File: src/rtl/br_exec_pipe_pkg.sv
// Shared CPU packages used by the branch execution pipe.
//   cpu_params : global datapath / index widths
//   uop_types  : branch opcode enum, branch-RS issue uop, branch resolution
package cpu_params;
   localparam int XLEN       = 32;
   localparam int ROB_IDX_W  = 5;
   localparam int PRF_IDX_W  = 6;
   localparam int ARCH_IDX_W = 5;
endpackage

package uop_types;
   import cpu_params::*;

   // 4-bit field leaves room for undefined encodings, which resolve as
   // not-taken branches with no register writeback.
   typedef enum logic [3:0] {
      BR_BEQ  = 4'd0,
      BR_BNE  = 4'd1,
      BR_BLT  = 4'd2,
      BR_BGE  = 4'd3,
      BR_BLTU = 4'd4,
      BR_BGEU = 4'd5,
      BR_JAL  = 4'd6,
      BR_JALR = 4'd7
   } br_op_e;

   typedef struct packed {
      logic [ROB_IDX_W-1:0]  rob_id;
      logic [PRF_IDX_W-1:0]  rd_phy;
      logic [ARCH_IDX_W-1:0] rd_arch;
      br_op_e                fu_opcode;
      logic [XLEN-1:0]       imm;
      logic [XLEN-1:0]       pc;
      logic [XLEN-1:0]       rs1_value;
      logic [XLEN-1:0]       rs2_value;
      logic                  predict_taken;
      logic [XLEN-1:0]       predict_target;
   } fu_br_reg_t;

   typedef struct packed {
      logic            taken;
      logic            miss;
      logic [XLEN-1:0] next_pc;
      logic            rd_we;
      logic [XLEN-1:0] rd_value;
   } br_resolve_t;
endpackage

File: src/rtl/br_exec_pipe_if.sv
// Branch pipe bus: issue handshake from the branch RS, CDB writeback
// request/grant, and branch resolution broadcast.
//   master : branch RS / CDB arbiter / ROB side
//   slave  : br_exec_pipe
interface br_exec_pipe_if;
   import cpu_params::*;
   import uop_types::*;

   logic                  in_valid;
   logic                  in_ready;
   fu_br_reg_t            in_uop;

   logic                  cdb_valid;
   logic                  cdb_grant;
   logic [ROB_IDX_W-1:0]  cdb_rob_id;
   logic [PRF_IDX_W-1:0]  cdb_rd_phy;
   logic [ARCH_IDX_W-1:0] cdb_rd_arch;
   logic                  cdb_rd_we;
   logic [XLEN-1:0]       cdb_rd_value;

   logic                  br_cdb_valid;
   logic [ROB_IDX_W-1:0]  br_cdb_rob_id;
   logic                  br_cdb_taken;
   logic                  br_cdb_miss;
   logic [XLEN-1:0]       br_cdb_target;

   modport master (
      output in_valid, in_uop, cdb_grant,
      input  in_ready, cdb_valid, cdb_rob_id, cdb_rd_phy, cdb_rd_arch,
             cdb_rd_we, cdb_rd_value, br_cdb_valid, br_cdb_rob_id,
             br_cdb_taken, br_cdb_miss, br_cdb_target
   );

   modport slave (
      input  in_valid, in_uop, cdb_grant,
      output in_ready, cdb_valid, cdb_rob_id, cdb_rd_phy, cdb_rd_arch,
             cdb_rd_we, cdb_rd_value, br_cdb_valid, br_cdb_rob_id,
             br_cdb_taken, br_cdb_miss, br_cdb_target
   );
endinterface

File: src/rtl/br_exec_pipe_compare.sv
// br_compare_unit: combinational branch resolution.
//   in : opcode, pc, imm, rs1/rs2 values, rd_arch, prediction
//   out: br_resolve_t (taken, mispredict, next_pc, link writeback)
module br_compare_unit
   import cpu_params::*;
   import uop_types::*;
(
   input  br_op_e                op,
   input  logic [XLEN-1:0]       pc,
   input  logic [XLEN-1:0]       imm,
   input  logic [XLEN-1:0]       rs1,
   input  logic [XLEN-1:0]       rs2,
   input  logic [ARCH_IDX_W-1:0] rd_arch,
   input  logic                  predict_taken,
   input  logic [XLEN-1:0]       predict_target,
   output br_resolve_t           res
);
   logic            eq, lt, ltu, taken, is_jump;
   logic [XLEN-1:0] pc_plus4, jalr_sum, target;

   assign eq       = (rs1 == rs2);
   assign lt       = ($signed(rs1) < $signed(rs2));
   assign ltu      = (rs1 < rs2);
   assign pc_plus4 = pc + XLEN'(4);
   assign jalr_sum = rs1 + imm;
   assign is_jump  = (op == BR_JAL) || (op == BR_JALR);
   assign target   = (op == BR_JALR) ? {jalr_sum[XLEN-1:1], 1'b0} : pc + imm;

   always_comb begin
      taken = 1'b0;
      case (op)
         BR_BEQ:  taken = eq;
         BR_BNE:  taken = !eq;
         BR_BLT:  taken = lt;
         BR_BGE:  taken = !lt;
         BR_BLTU: taken = ltu;
         BR_BGEU: taken = !ltu;
         BR_JAL,
         BR_JALR: taken = 1'b1;
         default: taken = 1'b0;
      endcase
   end

   always_comb begin
      res.taken    = taken;
      res.next_pc  = taken ? target : pc_plus4;
      // target only matters for the mispredict check when actually taken
      res.miss     = (taken != predict_taken) || (taken && (target != predict_target));
      res.rd_we    = is_jump && (rd_arch != '0);
      res.rd_value = res.rd_we ? pc_plus4 : '0;
   end
endmodule

File: src/rtl/br_exec_pipe.sv
// br_exec_pipe: two-stage branch execution unit.
//   S1 captures the issued uop and resolves it through br_compare_unit;
//   S2 holds the result and requests the CDB until granted.
//   clk   : rising-edge clock
//   rst   : async active-low reset of valid state
//   flush : squash both stages on the next edge
//   bus   : issue / CDB / branch resolution (slave side)
module br_exec_pipe
   import uop_types::*;
#(
   parameter int XLEN      = cpu_params::XLEN,
   parameter int ROB_IDX_W = cpu_params::ROB_IDX_W,
   parameter int PRF_IDX_W = cpu_params::PRF_IDX_W
) (
   input  logic           clk,
   input  logic           rst,
   input  logic           flush,
   br_exec_pipe_if.slave  bus
);
   logic                 s1_valid, s2_valid;
   logic                 s1_advance, accept;
   fu_br_reg_t           s1_uop;
   br_resolve_t          s1_res, s2_res;
   logic [ROB_IDX_W-1:0] s2_rob_id;
   logic [PRF_IDX_W-1:0] s2_rd_phy;
   logic [4:0]           s2_rd_arch;

   assign s1_advance   = !s2_valid || bus.cdb_grant;
   assign bus.in_ready = !s1_valid || s1_advance;
   assign accept       = bus.in_valid && bus.in_ready && !flush;

   br_compare_unit u_cmp (
      .op             (s1_uop.fu_opcode),
      .pc             (s1_uop.pc),
      .imm            (s1_uop.imm),
      .rs1            (s1_uop.rs1_value),
      .rs2            (s1_uop.rs2_value),
      .rd_arch        (s1_uop.rd_arch),
      .predict_taken  (s1_uop.predict_taken),
      .predict_target (s1_uop.predict_target),
      .res            (s1_res)
   );

   always_ff @(posedge clk or negedge rst) begin
      if (!rst) begin
         s1_valid <= 1'b0;
         s2_valid <= 1'b0;
      end else if (flush) begin
         s1_valid <= 1'b0;
         s2_valid <= 1'b0;
      end else begin
         if (s1_advance) s2_valid <= s1_valid;
         if (accept)          s1_valid <= 1'b1;
         else if (s1_advance) s1_valid <= 1'b0;
      end
   end

   // payload only moves with its valid; no reset needed
   always_ff @(posedge clk) begin
      if (accept) s1_uop <= bus.in_uop;
      if (s1_valid && s1_advance) begin
         s2_res     <= s1_res;
         s2_rob_id  <= s1_uop.rob_id;
         s2_rd_phy  <= s1_uop.rd_phy;
         s2_rd_arch <= s1_uop.rd_arch;
      end
   end

   assign bus.cdb_valid     = s2_valid;
   assign bus.cdb_rob_id    = s2_rob_id;
   assign bus.cdb_rd_phy    = s2_rd_phy;
   assign bus.cdb_rd_arch   = s2_rd_arch;
   assign bus.cdb_rd_we     = s2_valid && s2_res.rd_we;
   assign bus.cdb_rd_value  = s2_res.rd_value;
   // resolution fires only on the grant cycle; a same-cycle flush kills it
   assign bus.br_cdb_valid  = s2_valid && bus.cdb_grant && !flush;
   assign bus.br_cdb_rob_id = s2_rob_id;
   assign bus.br_cdb_taken  = s2_res.taken;
   assign bus.br_cdb_miss   = s2_valid && s2_res.miss;
   assign bus.br_cdb_target = s2_res.next_pc;
endmodule

File: src/flat_wrapper.sv
// flat-port wrapper written by rule: the top's interface ports become plain ports
module br_exec_pipe_flat import uop_types::*;
#(
   parameter int XLEN      = cpu_params::XLEN,
   parameter int ROB_IDX_W = cpu_params::ROB_IDX_W,
   parameter int PRF_IDX_W = cpu_params::PRF_IDX_W
)
  (clk, rst, flush, bus_in_valid, bus_in_uop, bus_cdb_grant, bus_in_ready, bus_cdb_valid, bus_cdb_rob_id, bus_cdb_rd_phy, bus_cdb_rd_arch, bus_cdb_rd_we, bus_cdb_rd_value, bus_br_cdb_valid, bus_br_cdb_rob_id, bus_br_cdb_taken, bus_br_cdb_miss, bus_br_cdb_target);
  br_exec_pipe_if bus_i ();
  input  logic clk;
  input  logic rst;
  input  logic flush;
  input wire logic [$bits(bus_i.in_valid)-1:0] bus_in_valid;
  input wire logic [$bits(bus_i.in_uop)-1:0] bus_in_uop;
  input wire logic [$bits(bus_i.cdb_grant)-1:0] bus_cdb_grant;
  output wire logic [$bits(bus_i.in_ready)-1:0] bus_in_ready;
  output wire logic [$bits(bus_i.cdb_valid)-1:0] bus_cdb_valid;
  output wire logic [$bits(bus_i.cdb_rob_id)-1:0] bus_cdb_rob_id;
  output wire logic [$bits(bus_i.cdb_rd_phy)-1:0] bus_cdb_rd_phy;
  output wire logic [$bits(bus_i.cdb_rd_arch)-1:0] bus_cdb_rd_arch;
  output wire logic [$bits(bus_i.cdb_rd_we)-1:0] bus_cdb_rd_we;
  output wire logic [$bits(bus_i.cdb_rd_value)-1:0] bus_cdb_rd_value;
  output wire logic [$bits(bus_i.br_cdb_valid)-1:0] bus_br_cdb_valid;
  output wire logic [$bits(bus_i.br_cdb_rob_id)-1:0] bus_br_cdb_rob_id;
  output wire logic [$bits(bus_i.br_cdb_taken)-1:0] bus_br_cdb_taken;
  output wire logic [$bits(bus_i.br_cdb_miss)-1:0] bus_br_cdb_miss;
  output wire logic [$bits(bus_i.br_cdb_target)-1:0] bus_br_cdb_target;
  assign bus_i.in_valid = bus_in_valid;
  assign bus_i.in_uop = bus_in_uop;
  assign bus_i.cdb_grant = bus_cdb_grant;
  assign bus_in_ready = bus_i.in_ready;
  assign bus_cdb_valid = bus_i.cdb_valid;
  assign bus_cdb_rob_id = bus_i.cdb_rob_id;
  assign bus_cdb_rd_phy = bus_i.cdb_rd_phy;
  assign bus_cdb_rd_arch = bus_i.cdb_rd_arch;
  assign bus_cdb_rd_we = bus_i.cdb_rd_we;
  assign bus_cdb_rd_value = bus_i.cdb_rd_value;
  assign bus_br_cdb_valid = bus_i.br_cdb_valid;
  assign bus_br_cdb_rob_id = bus_i.br_cdb_rob_id;
  assign bus_br_cdb_taken = bus_i.br_cdb_taken;
  assign bus_br_cdb_miss = bus_i.br_cdb_miss;
  assign bus_br_cdb_target = bus_i.br_cdb_target;
  br_exec_pipe #(.XLEN(XLEN), .ROB_IDX_W(ROB_IDX_W), .PRF_IDX_W(PRF_IDX_W)) u_core (.clk(clk), .rst(rst), .flush(flush), .bus(bus_i));
endmodule
File: config.mk
export PLATFORM = sky130hd
export DESIGN_NAME = br_exec_pipe_flat
export DESIGN_NICKNAME = d
export VERILOG_FILES = /design/src/rtl/br_exec_pipe_pkg.sv /design/src/rtl/br_exec_pipe_if.sv /design/src/rtl/br_exec_pipe_compare.sv /design/src/rtl/br_exec_pipe.sv /design/src/flat_wrapper.sv
export SDC_FILE = /design/constraint.sdc
export NUM_CORES = 1
export LEC_CHECK = 0
export ABC_AREA = 0
export CORE_ASPECT_RATIO = 0.9
export CORE_MARGIN = 3
export CORE_UTILIZATION = 50
export CTS_BUF_LIST = sky130_fd_sc_hd__clkbuf_8
export DETAILED_ROUTE_END_ITERATION = 16
export PLACE_DENSITY = 0.8
export SKIP_LAST_GASP = 1
export SYNTH_ARGS = -nofsm -noshare
export SYNTH_HDL_FRONTEND = slang
export SYNTH_HIERARCHICAL = 1
export SYNTH_SLANG_ARGS = --single-unit
File: constraint.sdc
create_clock -name clk -period 8.25 [get_ports clk]
set_input_delay 0.825 -clock clk [delete_from_list [all_inputs] [get_ports clk]]
set_output_delay 0.825 -clock clk [all_outputs]
set_load 0.1 [all_outputs]
Word level (Yosys, flattened, before mapping):

Index checks and enable logic that the tools add are counted.

* reduce and logical (&&, ||, !) cells: 24
* mux-type cells: 8
* order comparisons: 2
* equality and inequality tests: 10
* add/subtract/negate cells: 3

Operators by type and width (count)
* adder 32 bit: 2
* less-than comparator 32 bit: 2
* two-way mux 32 bit: 2
* adder 32 x 3 -> 32 bit, second input constant: 1
* == test 32 bit: 1
* != test 32 bit: 1
* == test 4 x 3 -> 1 bit, second input constant: 4
* logical AND 1 bit: 9
* == test 4 x 2 -> 1 bit, second input constant: 2
* one-hot mux 1 bit (7 select lines): 1
* logical NOT 1 bit: 6
* two-way mux 1 bit: 5
* nonzero test 5 bit: 1
* == test 4 x 1 -> 1 bit, second input constant: 1
* logical NOT 4 bit: 1
* logical OR 1 bit: 4
* nonzero test 3 bit: 1
* nonzero test 2 bit: 1
* OR reduction 2 bit: 1
* != test 1 bit: 1

* register bits after elaboration: 266
* input bits: 186
* output and inout bits: 91
* word-level logic and storage cells: 67

Depth between registers and ports, before layout:

Gate-level depths: netlist of the first run.

* word-level depth: 7
* mapped depth: 14
* depth with buffers taken out: 14

Hierarchy:

Netlist of the first run, hierarchy kept.

By module, submodules not included
* br_exec_pipe: seq. area each 7977.7 um^2, cells an instance 347, area each 8584.5 um^2, instances 1
* br_compare_unit: seq. area each 0.0 um^2, cells an instance 974, area each 6543.8 um^2, instances 1

Least setup slack after synthesis of the first run:

Ideal clock, no wire load.

* path kind: flip-flop to flip-flop
* from: register u_core.s2_valid, in the netlist u_core/bus.cdb_valid
* to: register u_core/s1_uop[0] (netlist bit) (enable)
* cell stages (with the launch flop): 3
* library setup time: 689 ps
* arrival time: 8213 ps
* path buffers: 0
* required time: 7561 ps
* period minus slack after synthesis: 8901 ps
* setup slack: -651 ps
* path through: dfrtp_1 > nand3b_4 > nor3b_2

* longest elaborated chain between the ends: 5

Ends and longest elaborated chain
* start: declaration: line br_exec_pipe.sv:20 `logic s1_valid, s2_valid;`
* start signal: assignment: line br_exec_pipe.sv:52 `if (s1_advance) s2_valid <= s1_valid;`
* logical NOT 1 bit: line br_exec_pipe.sv:28 `assign s1_advance = !s2_valid || bus.cdb_grant;`
* logical OR 1 bit: line br_exec_pipe.sv:28
* logical OR 1 bit: line br_exec_pipe.sv:29 `assign bus.in_ready = !s1_valid || s1_advance;`
* net bus_in_ready: line flat_wrapper.sv:16 `output wire logic [$bits(bus_i.in_ready)-1:0] bus_in_ready;`
* logical AND 1 bit (2 in a row): line br_exec_pipe.sv:30 `assign accept = bus.in_valid && bus.in_ready && !flush;`
* net u_core.accept: line br_exec_pipe.sv:21 `logic s1_advance, accept;`
* end signal: assignment: line br_exec_pipe.sv:60 `if (accept) s1_uop <= bus.in_uop;`
* end: declaration: line br_exec_pipe.sv:22 `fu_br_reg_t s1_uop;`

The timed path passes the listed nets, and every way through them passes these cells.
A chain may end at the register's enable or synchronous reset.

==> results by group, run 1 <==
Cells and area
  • Nets: 1829
  • Antenna diodes: 0
  • Ratio of cells with drive above 1 in the final layout: 0.05894
  • Multi-input gate area: 6320 um^2
  • Sequential standard cell area: 7978 um^2
  • Fin cells: 1974
  • Fillcell total: 2343
  • Layout area overhead: 23.09%

Global routing
  • Vias in the first global route: 10880
  • GRT Total Usage: 0.2396
  • Largest net degree at the start of global routing: 182
  • Grt ovf: 0
  • Initial antenna violation count: 2
  • First-pass GRT wire length: 60270 um

Clock tree
  • Root Driver: clkbuf_8
  • Post-CTS setup buffer count: 0
  • Cts bufs inserted: 44
  • Worst-path clk slew: 60 ps
  • Htree depth: 2
  • CTS Hold Bufs: 0
  • Clk sinks: 266
  • Maximum buffer depth of the clock tree: 3
  • Clock latency at the later pin of the worst-skew pair: 560 ps
  • TritonCTS clock tree: built
  • Post-cts sizing count: 0

Logic synthesis
  • EDFF count, synth: 264
  • Syn avg cell area: 11.45 um^2
  • Mapped Nets: 1603
  • Area contributors post-synth: edfxtp_1 (52%), ha_1 (7.8%), xnor2_1 (3.9%), buf_4 (3.5%), a21oi_1 (2.6%)
  • Post-synthesis sequential area ratio: 0.5273
  • Synth top cells by count: edfxtp_1 (264), nor2_1 (100), ha_1 (94), nand2_1 (94), a21oi_1 (80)
  • Count leader, synth: edfxtp_1
  • Cell taking the most area after synthesis: edfxtp_1
  • Syn Std Cell Area: 15130 um^2
  • Asr flop ratio synth: 0.007519
  • Cells after Synth: 1321
  • YS warnings: 6
  • Synth Register Bits: 266
  • Unique cell type count in the Yosys netlist: 76
  • Most common flop cell mapped by yosys: edfxtp_1
  • Yosys top cell area share: 0.5240

Timing
  • Max frequency: 0.2144 GHz
  • Max-slew headroom: 0.2968
  • Hold Fails Final Rpt: 0
  • Setup TNS: 0 ps
  • Setup violators final: 0
  • Slew @ Worst Pin: 1055 ps
  • Clock Skews: 31.24 ps
  • Max-slew violations: 0
  • Period utilisation layout: 0.5652
  • RSZ-0062 raised after global routing: false
  • Final worst path period need: 4663 ps

Setup path
  • Slowest stage delay, CP: 750 ps
  • Worst Path Max Fanout: 42
  • R2R depth: 14
  • Critical Path RT: 8550 ps
  • Setup CP Type: flop to flop
  • Flop2flop setup slack: 3590 ps
  • Reg2reg end: u_core/s2_res[65]$_DFFE_PP_
  • Worst setup EP type: flop
  • CP max-delay cell: nor4bb_1
  • Worst EP arrival: 4960 ps
  • Reg2reg start: u_core/s1_uop[96]$_DFFE_PP_
  • Crit-path cells: ha_1, nand4_1, nor4bb_1, nand3_1, xnor2_1, nor3_1, a211o_1, a31oi_4, buf_4, o211a_1, nand4b_1, nor4_2, o2111a_1, nor2_1
  • Worst Setup Start Kind: flop

Worst hold path
  • Worst Hold End: u_core/bus.cdb_rd_phy[4]$_DFFE_PP_
  • Hold crit path type: flop to flop
  • HP Start: u_core/s1_uop[174]$_DFFE_PP_
  • Hold path depth: 0

Route
  • TritonRoute pass-1 iters: 5
  • Via density: 5.718
  • Vias: 11290
  • DRC: 0
  • Avg WL per Cell: 20.30 um
  • Final WL: 40070 um
  • Initial DRC Count: 1109
  • ANT nets after route: 0

Flow run
  • Max-Cap Viols: 0

Placement
  • Number of port buffers: 276
  • Post-placement cell count: 1897
  • Routability cong.: 0.9455
  • Final HPWL DP: 30930 um

Power and ir drop
  • Overall power: 3.413 mW
  • Worst VDD drop: 0.1343 mV
  • Leakage power: 6.911 nW
  • Pwr Density: 183.3 nW/um^2

Floorplan
  • Die X: 189.4 um
  • Die footprint: 32380 um^2
  • Rows: 59
  • # IOs: 277
  • Initial core utilization: 0.5149
  • Die Y: 171.0 um
  • Core area: 29380 um^2

Run status
  • Status: finished clean
[sequential cells by signal, summed over array words and instances (netlist names)]
| name | count |
|---|---|
| u_core/bus.br_cdb_rob_id | 5 |
| u_core/s2_res | 2 |
| u_core/bus.br_cdb_taken | 1 |
| u_core/bus.cdb_rd_phy | 6 |
| u_core/bus.br_cdb_target | 32 |
| u_core/bus.cdb_rd_value | 32 |
| u_core/s1_valid | 1 |
| u_core/bus.cdb_rd_arch | 5 |
| u_core/bus.cdb_valid | 1 |
| u_core/s1_uop | 181 |
[cell families after synthesis]
kind of cell,Yosys count,share of synthesized area
AOI/OAI and AO/OA,289,0.1261
DFF,266,0.5273
xor gates and xnor gates,108,0.06253
muxes,36,0.02489
adders and majority gates,96,0.08039
buffers and inverters,159,0.05707
and+or+nand+nor,367,0.1217
[final cells by class]
cell class	count	area share
sequential	266	0.4284
multi-input combinational	896	0.3394
timing repair buffer	282	0.1514
clock buffer	46	0.03400
tap	396	0.02661
inverter	57	0.01149
clock inverter	31	0.008668
[worst max-delay path by stage]
stage | startpoint | to | slack (ps) | depth (start not counted)
floorplan | u_core/bus.cdb_valid$_DFFE_PN0P_ | u_core/s1_uop[0]$_DFFE_PP_ | 1900 | 2
global route | u_core/s1_uop[162]$_DFFE_PP_ | u_core/s2_res[65]$_DFFE_PP_ | 3350 | 13
detailed placement | u_core/s1_uop[162]$_DFFE_PP_ | u_core/s2_res[65]$_DFFE_PP_ | 3610 | 13
finish | u_core/s1_uop[96]$_DFFE_PP_ | u_core/s2_res[65]$_DFFE_PP_ | 3590 | 14
global placement | u_core/s1_uop[96]$_DFFE_PP_ | u_core/s2_res[65]$_DFFE_PP_ | 3620 | 14
CTS | u_core/s1_uop[162]$_DFFE_PP_ | u_core/s2_res[65]$_DFFE_PP_ | 3610 | 13
[power by group]
| group | switching [mW] | total (mW) | internal (mW) |
|---|---|---|---|
| registers | 0.0409 | 1.61 | 1.57 |
| clock network | 0.512 | 1.06 | 0.547 |
| logic | 0.469 | 0.746 | 0.277 |
| total | 1.02 | 3.41 | 2.39 |
[placed cells by master, fill, tap and decap left out, types with 13 or more instances in the layout]
| master | count |
|---|---|
| a21oi_1 | 80 |
| and3_1 | 15 |
| nor2_1 | 100 |
| o21ai_0 | 57 |
| nand4_1 | 20 |
| edfxtp_1 | 264 |
| nand2_1 | 94 |
| ha_1 | 94 |
| and2_1 | 15 |
| clkdlybuf4s50_1 | 276 |
| o21a_1 | 15 |
| nor3_1 | 13 |
| xnor2_1 | 67 |
| a31oi_1 | 13 |
| a21o_1 | 21 |
| xor2_1 | 41 |
| mux2i_1 | 32 |
| clkbuf_8 | 46 |
| nand3_1 | 40 |
| inv_1 | 69 |
[critical path: cells and delay by family, from the launching register on]
| kind | cells | cell delay (ps) |
|---|---|---|
| adder cells (fa/ha/maj) | 1 | 410 |
| AND/OR/NAND/NOR | 7 | 1780 |
| flip-flops | 1 | 430 |
| buffers and inverters | 1 | 530 |
| AO/OA/AOI/OAI | 4 | 1000 |
| XOR/XNOR | 1 | 200 |
[layer usage]
| metal | vias to the layer above | share of wire | GRT usage |
|---|---|---|---|
| li1 | 5321 | - | - |
| met1 | 5335 | 0.46 | 0.3559 |
| met2 | 555 | 0.42 | 0.3530 |
| met3 | 73 | 0.10 | 0.06372 |
| met4 | 4 | 0.019 | 0.05720 |
| met5 | - | 0.00062 | 0 |
[through the flow]
| stage | hold WS, ps | cell area, um^2 | setup slack [ps] | utilization |
|---|---|---|---|---|
| detailed placement | 404.5 | 17830 | 3612 | 0.6068 |
| global route | 423.7 | 18620 | 3347 | 0.6338 |
| CTS | 418.0 | 18620 | 3608 | 0.6338 |
| floorplan | 400.3 | 15130 | 1902 | - |
| global placement | 401.5 | 17830 | 3624 | 0.6068 |
| finish | 418.1 | 18620 | 3587 | 0.6338 |
Note: power is estimated with default switching activity, not from simulation.
==> inputs of run 2 (changes only) <==
- CORE_UTILIZATION: 50 -> 55
- PLACE_DENSITY: 0.8 -> 0.83
- clock period: 8.25 -> 4.9 ns (I/O delays scaled with it)
==> results by group, run 2 (synthesized netlist as in run 1, its figures left out) <==
Cells and area
  • Layout area overhead: 22.56%
  • Fin cells: 1922 (-2.6%)
  • Final core occ: 0.6982 (+0.06441)
  • Design Area, Final: 18540 um^2 (-0.43%)
  • Ratio of cells with drive above 1 in the final layout: 0.05781 (-0.001121)
  • Most frequent cells in the layout: clkdlybuf4s50_1 (276), edfxtp_1 (264), nor2_1 (100)
  • Biggest register: u_core/s1_uop
  • Max FFs per register: 181 (unchanged)
  • Antenna diodes: 0 (unchanged)
  • Commonest non-fill, non-tap cell in the layout: clkdlybuf4s50_1
  • Nets: 1826 (-0.16%)

Route
  • Routed wl met2: 16750 um (-0.54%)
  • Highest routed layer: met4
  • Vias: 11320 (+0.24%)
  • DRC: 0 (unchanged)
  • TritonRoute pass-1 iters: 5 (unchanged)
  • Avg WL per Cell: 20.63 um (+1.6%)
  • ANT nets after route: 0 (unchanged)
  • Initial DRC Count: 1154 (+4.1%)
  • Met3 Routed Length: 3774 um (-7.6%)
  • Via density: 5.887 (+3.0%)
  • Final WL: 39640 um (-1.1%)
  • DRT met1 WL: 18080 um (-1.6%)

Power and ir drop
  • Leakage power: 6.878 nW (-0.47%)
  • Pwr Density: 307.0 nW/um^2 (+68%)
  • Worst VDD drop: 0.2642 mV (+97%)
  • Overall power: 5.693 mW (+67%)

Setup path
  • Worst setup EP type: flop
  • Slowest stage delay, CP: 570 ps (-180 ps)
  • Setup CP Type: flop to flop
  • Worst EP arrival: 4720 ps (-240 ps)
  • Worst setup path startpoint: u_core/s1_uop[129]$_DFFE_PP_
  • Crit-path cells: ha_1, fa_1, xor2_1, a21oi_1, xor2_1, o311ai_1, or4_1, nor4_1, nand4_1, or4_1, nor4_2, o2111a_1, nor2_1
  • Critical Path RT: 5190 ps (-3360 ps)
  • Crit-path leading delay family: simple AND/OR/NAND/NOR gates
  • Worst Path Max Fanout: 3 (-93%)
  • Crit path buffers/inverters: 0 (-1)
  • Reg2reg start: u_core/s1_uop[129]$_DFFE_PP_
  • Worst Setup Start Kind: flop
  • CP max-delay cell: or4_1

Placement
  • Final HPWL DP: 31100 um (+0.57%)
  • Placed Area: 17780 um^2 (-0.25%)
  • Post-placement cell count: 1849 (-2.5%)
  • Routability cong.: 0.9097 (-3.8%)
  • Number of port buffers: 276 (unchanged)
  • Setup Slack @ Placement: 456.1 ps (-3156 ps)

Global routing
  • Vias in the first global route: 10890 (+0.092%)
  • First-pass GRT wire length: 60620 um (+0.58%)
  • Grt ovf: 0 (unchanged)
  • Largest net degree at the start of global routing: 88 (-52%)
  • GRT Total Usage: 0.2631 (+0.02350)
  • Initial antenna violation count: 0 (-2)

Floorplan
  • Rows: 56 (-5.1%)
  • Die X: 180.8 um (-4.5%)
  • Die footprint: 29540 um^2 (-8.8%)
  • # IOs: 277 (unchanged)
  • Die Y: 163.3 um (-4.5%)
  • Initial core utilization: 0.5697 (+0.05478)
  • Core area: 26560 um^2 (-9.6%)

Flow run
  • Max-Cap Viols: 0 (unchanged)

Clock tree
  • Clk sinks: 266 (unchanged)
  • CTS Hold Bufs: 0 (unchanged)
  • Post-cts sizing count: 0 (unchanged)
  • Maximum buffer depth of the clock tree: 3 (unchanged)
  • Htree depth: 2 (unchanged)
  • Worst-path clk slew: 70 ps (about the same)
  • Cts bufs inserted: 41 (-6.8%)
  • Clock latency at the later pin of the worst-skew pair: 540 ps (-20 ps)
  • Post-CTS setup buffer count: 0 (unchanged)
  • TritonCTS clock tree: built
  • Root Driver: clkbuf_8

Worst hold path
  • Hold crit path type: input port to async pin

Timing
  • Max-slew violations: 0 (unchanged)
  • Max frequency: 0.2260 GHz (+5.4%)
  • Max-slew headroom: 0.2913 (-0.005556)
  • Period utilisation layout: 0.9032 (+0.3380)
  • Setup TNS: 0 ps (unchanged)
  • PnR worst setup slack: 474.3 ps (-3112 ps)
  • Clock Skews: 15.56 ps (-15.68 ps)
  • RSZ-0062 raised after global routing: false
  • Hold Fails Final Rpt: 0 (unchanged)
  • Setup violators final: 0 (unchanged)
  • WHS: 119.3 ps (-298.9 ps)
  • Slew @ Worst Pin: 1063 ps (+8.333 ps)
  • Final worst path period need: 4426 ps (-237.5 ps)

Run status
  • Status: finished clean
-- run 2: final timing paths --
path	end	slack, ps	cells past startpoint
max in group asynchronous	u_core/bus.cdb_valid$_DFFE_PN0P_	4640	1
min in group clk	u_core/bus.cdb_rd_phy[4]$_DFFE_PP_	420	0
worst max register to register	u_core/s2_res[65]$_DFFE_PP_	470	13
worst min register to register	u_core/bus.cdb_rd_phy[4]$_DFFE_PP_	420	0
worst max-delay path	u_core/s2_res[65]$_DFFE_PP_	470	13
worst min-delay path	u_core/bus.cdb_valid$_DFFE_PN0P_	120	1
-- run 2: area by class of cell --
type / count / area, um^2
clock inverters: 32 / 193.9
multi-input cells: 896 / 6320
flip-flops and latches: 266 / 7981
well taps: 348 / 435.4
repair buffers: 282 / 2833
clock buffers: 41 / 564.3
fillers: 1878 / 8014
inverters: 57 / 214.0
-- run 2: per-layer routing --
layer	vias up	global-route usage
li1	5326	-
met1	5358	0.4027
met2	565	0.3869
met3	66	0.04676
met4	0	0.07464
met5	-	0
-- run 2: where the power goes --
group          switching [mW]  internal (mW)  total, mW
Combinational           0.790          0.468       1.26
Clock                   0.837          0.891       1.73
Sequential             0.0690           2.64       2.71
Total                    1.70           4.00       5.69
==> inputs of run 3 (changes only) <==
- CORE_UTILIZATION: 55 -> 50
- PLACE_DENSITY: 0.83 -> 0.8
- clock period: 4.9 -> 3.87 ns (I/O delays scaled with it)
==> results by group, run 3 (synthesized netlist as in run 1, its figures left out) <==
Clock tree
  • Root Driver: clkbuf_8
  • Clk sinks: 266 (unchanged)
  • Clock latency at the later pin of the worst-skew pair: 560 ps (+20 ps)
  • TritonCTS clock tree: built
  • Worst-path clk slew: 70 ps (about the same)
  • Htree depth: 2 (unchanged)
  • Maximum buffer depth of the clock tree: 3 (unchanged)
  • Cts bufs inserted: 43 (+4.9%)

Timing
  • Slew @ Worst Pin: 1011 ps (-52.12 ps)
  • Clock Skews: 34.63 ps (+19.07 ps)
  • Hold Fails Final Rpt: 0 (unchanged)
  • Final worst path period need: 4069 ps (-357.0 ps)
  • Setup TNS: -198.7 ps (-198.7 ps)
  • PnR worst setup slack: -198.7 ps (-673.0 ps)
  • Period utilisation layout: 1.051 (+0.1481)
  • Max frequency: 0.2458 GHz (+8.8%)
  • Max-slew violations: 0 (unchanged)
  • Setup violators final: 1 (+1)
  • RSZ-0062 raised after global routing: true
  • Max-slew headroom: 0.3239 (+0.03263)

Setup path
  • R2R depth: 14 (+1)
  • Worst setup EP type: flop
  • Slowest stage delay, CP: 500 ps (-70 ps)
  • Reg2reg end: u_core/s2_res[65]$_DFFE_PP_
  • Setup CP Type: flop to flop
  • Flop2flop setup slack: -200 ps (-670 ps)
  • Critical Path RT: 4150 ps (-1040 ps)
  • CP max-delay cell: a2111o_1
  • Reg2reg start: u_core/s1_uop[101]$_DFFE_PP_
  • Worst Path Max Fanout: 4 (+1)
  • Crit-path cells: ha_1, and2_1, nand3_1, a2111o_1, and3_1, a31oi_1, o21ai_1, xnor2_1, a21oi_1, or3_1, nor4_1, buf_4, o2111a_1, nor2_1
  • Worst EP arrival: 4350 ps (-370 ps)
  • Worst Setup Start Kind: flop

Route
  • ANT nets after route: 0 (unchanged)
  • Avg WL per Cell: 19.40 um (-6.0%)
  • Vias: 11590 (+2.5%)
  • TritonRoute pass-1 iters: 5 (unchanged)
  • DRC: 0 (unchanged)
  • Via density: 5.510 (-6.4%)
  • Final WL: 40810 um (+3.0%)
  • Initial DRC Count: 752 (-35%)

Floorplan
  • Initial core utilization: 0.5149 (-0.05478)
  • Core area: 29380 um^2 (+11%)
  • Die X: 189.4 um (+4.7%)
  • Die footprint: 32380 um^2 (+9.6%)
  • Rows: 59 (+5.4%)
  • # IOs: 277 (unchanged)
  • Die Y: 171.0 um (+4.7%)

Placement
  • Post-placement cell count: 2026 (+9.6%)
  • Number of port buffers: 276 (unchanged)
  • Final HPWL DP: 32550 um (+4.6%)
  • Routability cong.: 0.9463 (+4.0%)

Cells and area
  • Most frequent cells in the layout: clkdlybuf4s50_1 (276), edfxtp_1 (264), buf_4 (135)
  • Commonest non-fill, non-tap cell in the layout: clkdlybuf4s50_1
  • Nets: 1960 (+7.3%)
  • Ratio of cells with drive above 1 in the final layout: 0.1417 (+0.08387)
  • Layout area overhead: 30.42%
  • Max FFs per register: 181 (unchanged)
  • Antenna diodes: 0 (unchanged)
  • Biggest register: u_core/s1_uop
  • Fin cells: 2104 (+9.5%)

Global routing
  • GRT Total Usage: 0.2445 (-0.01865)
  • Initial antenna violation count: 0 (unchanged)
  • Vias in the first global route: 11240 (+3.2%)
  • Grt ovf: 0 (unchanged)
  • First-pass GRT wire length: 61460 um (+1.4%)
  • Largest net degree at the start of global routing: 119 (+35%)

Power and ir drop
  • Worst VDD drop: 0.2453 mV (-7.2%)
  • Pwr Density: 382.2 nW/um^2 (+24%)
  • Leakage power: 7.579 nW (+10%)

Worst hold path
  • Hold crit path type: input port to flop
  • Hold path depth: 1
  • Worst Hold End: u_core/s1_uop[112]$_DFFE_PP_
  • HP Start: bus_in_uop[112]

Run status
  • Status: finished with violations
  • Failing checks: negative setup slack

Flow run
  • Max-Cap Viols: 0 (unchanged)
[run 3: cell count changes in the layout (fill, tap and decap cells not counted), sizes merged]
| cell | previous run | this run |
|---|---|---|
| dlygate4sd3 | 0 | 1 |
| clkinv | 20 | 16 |
| bufinv | 2 | 3 |
| inv | 64 | 67 |
| buf | 6 | 137 |
| clkinvlp | 3 | 2 |
| clkbuf | 41 | 44 |
[run 3: worst max-delay path by stage]
stage / startpoint / endpoint / depth (start not counted)
2_1_floorplan: u_core/bus.cdb_valid$_DFFE_PN0P_ / u_core/s1_uop[0]$_DFFE_PP_ / 2
3_3_place_gp: u_core/s1_uop[129]$_DFFE_PP_ / u_core/s2_res[65]$_DFFE_PP_ / 15
3_5_place_dp: u_core/s1_uop[129]$_DFFE_PP_ / u_core/s2_res[65]$_DFFE_PP_ / 15
4_1_cts: u_core/s1_uop[129]$_DFFE_PP_ / u_core/s2_res[65]$_DFFE_PP_ / 15
5_1_grt: u_core/s1_uop[101]$_DFFE_PP_ / u_core/s2_res[65]$_DFFE_PP_ / 15
6_report: u_core/s1_uop[101]$_DFFE_PP_ / u_core/s2_res[65]$_DFFE_PP_ / 14
[run 3: repair_timing]
action,CTS,global route
hold endpoints to repair,2,0
buffers inserted,2,0
pin swaps,14,2
hold buffers,1,0
gates resized for setup,10,7
endpoints found under the setup margin,1,2
[run 3: routing by layer]
metal | track usage | vias to the layer above | routed length [um]
met5 | 0 | - | 0
met4 | 0.04595 | 0 | 596
met3 | 0.04712 | 43 | 3609
met2 | 0.3780 | 527 | 17600
met1 | 0.3649 | 5440 | 19010
li1 | - | 5584 | -
[run 3: through the flow]
stage	utilization	hold slack (ps)	power [mW]	instance area, um^2	setup slack (ps)
2_1_floorplan	-	91.41	4.569	15140	-2190
3_3_place_gp	0.6403	402.2	5.179	18810	-263.0
3_5_place_dp	0.6403	404.5	5.211	18810	-344.1
4_1_cts	0.6703	359.9	7.580	19700	-67.67
5_1_grt	0.6715	355.4	7.845	19730	-310.6
6_report	0.6715	384.6	7.540	19730	-198.7
[run 3: layout make-up]
cell class                 count  area, um^2
fill                        2184        9651
sequential                   266        7981
multi-input combinational    896        6390
timing repair buffer         414        3826
clock buffer                  44       605.6
tap                          396       495.5
clock inverter                31       217.7
inverter                      57       214.0
[run 3: critical path: cells and delay by family (launching register included)]
family	cells	cell delay [ps]
AND/OR/NAND/NOR	6	1280
XOR/XNOR	1	230
buffers and inverters	1	160
adder cells (fa/ha/maj)	1	390
AO/OA/AOI/OAI	5	1270
flip-flops	1	450
[run 3: report_power, final]
| group | internal (mW) | switching, mW | total, mW |
|---|---|---|---|
| Clock | 1.26 | 1.09 | 2.35 |
| Combinational | 0.722 | 1.04 | 1.76 |
| Sequential | 3.34 | 0.0843 | 3.42 |
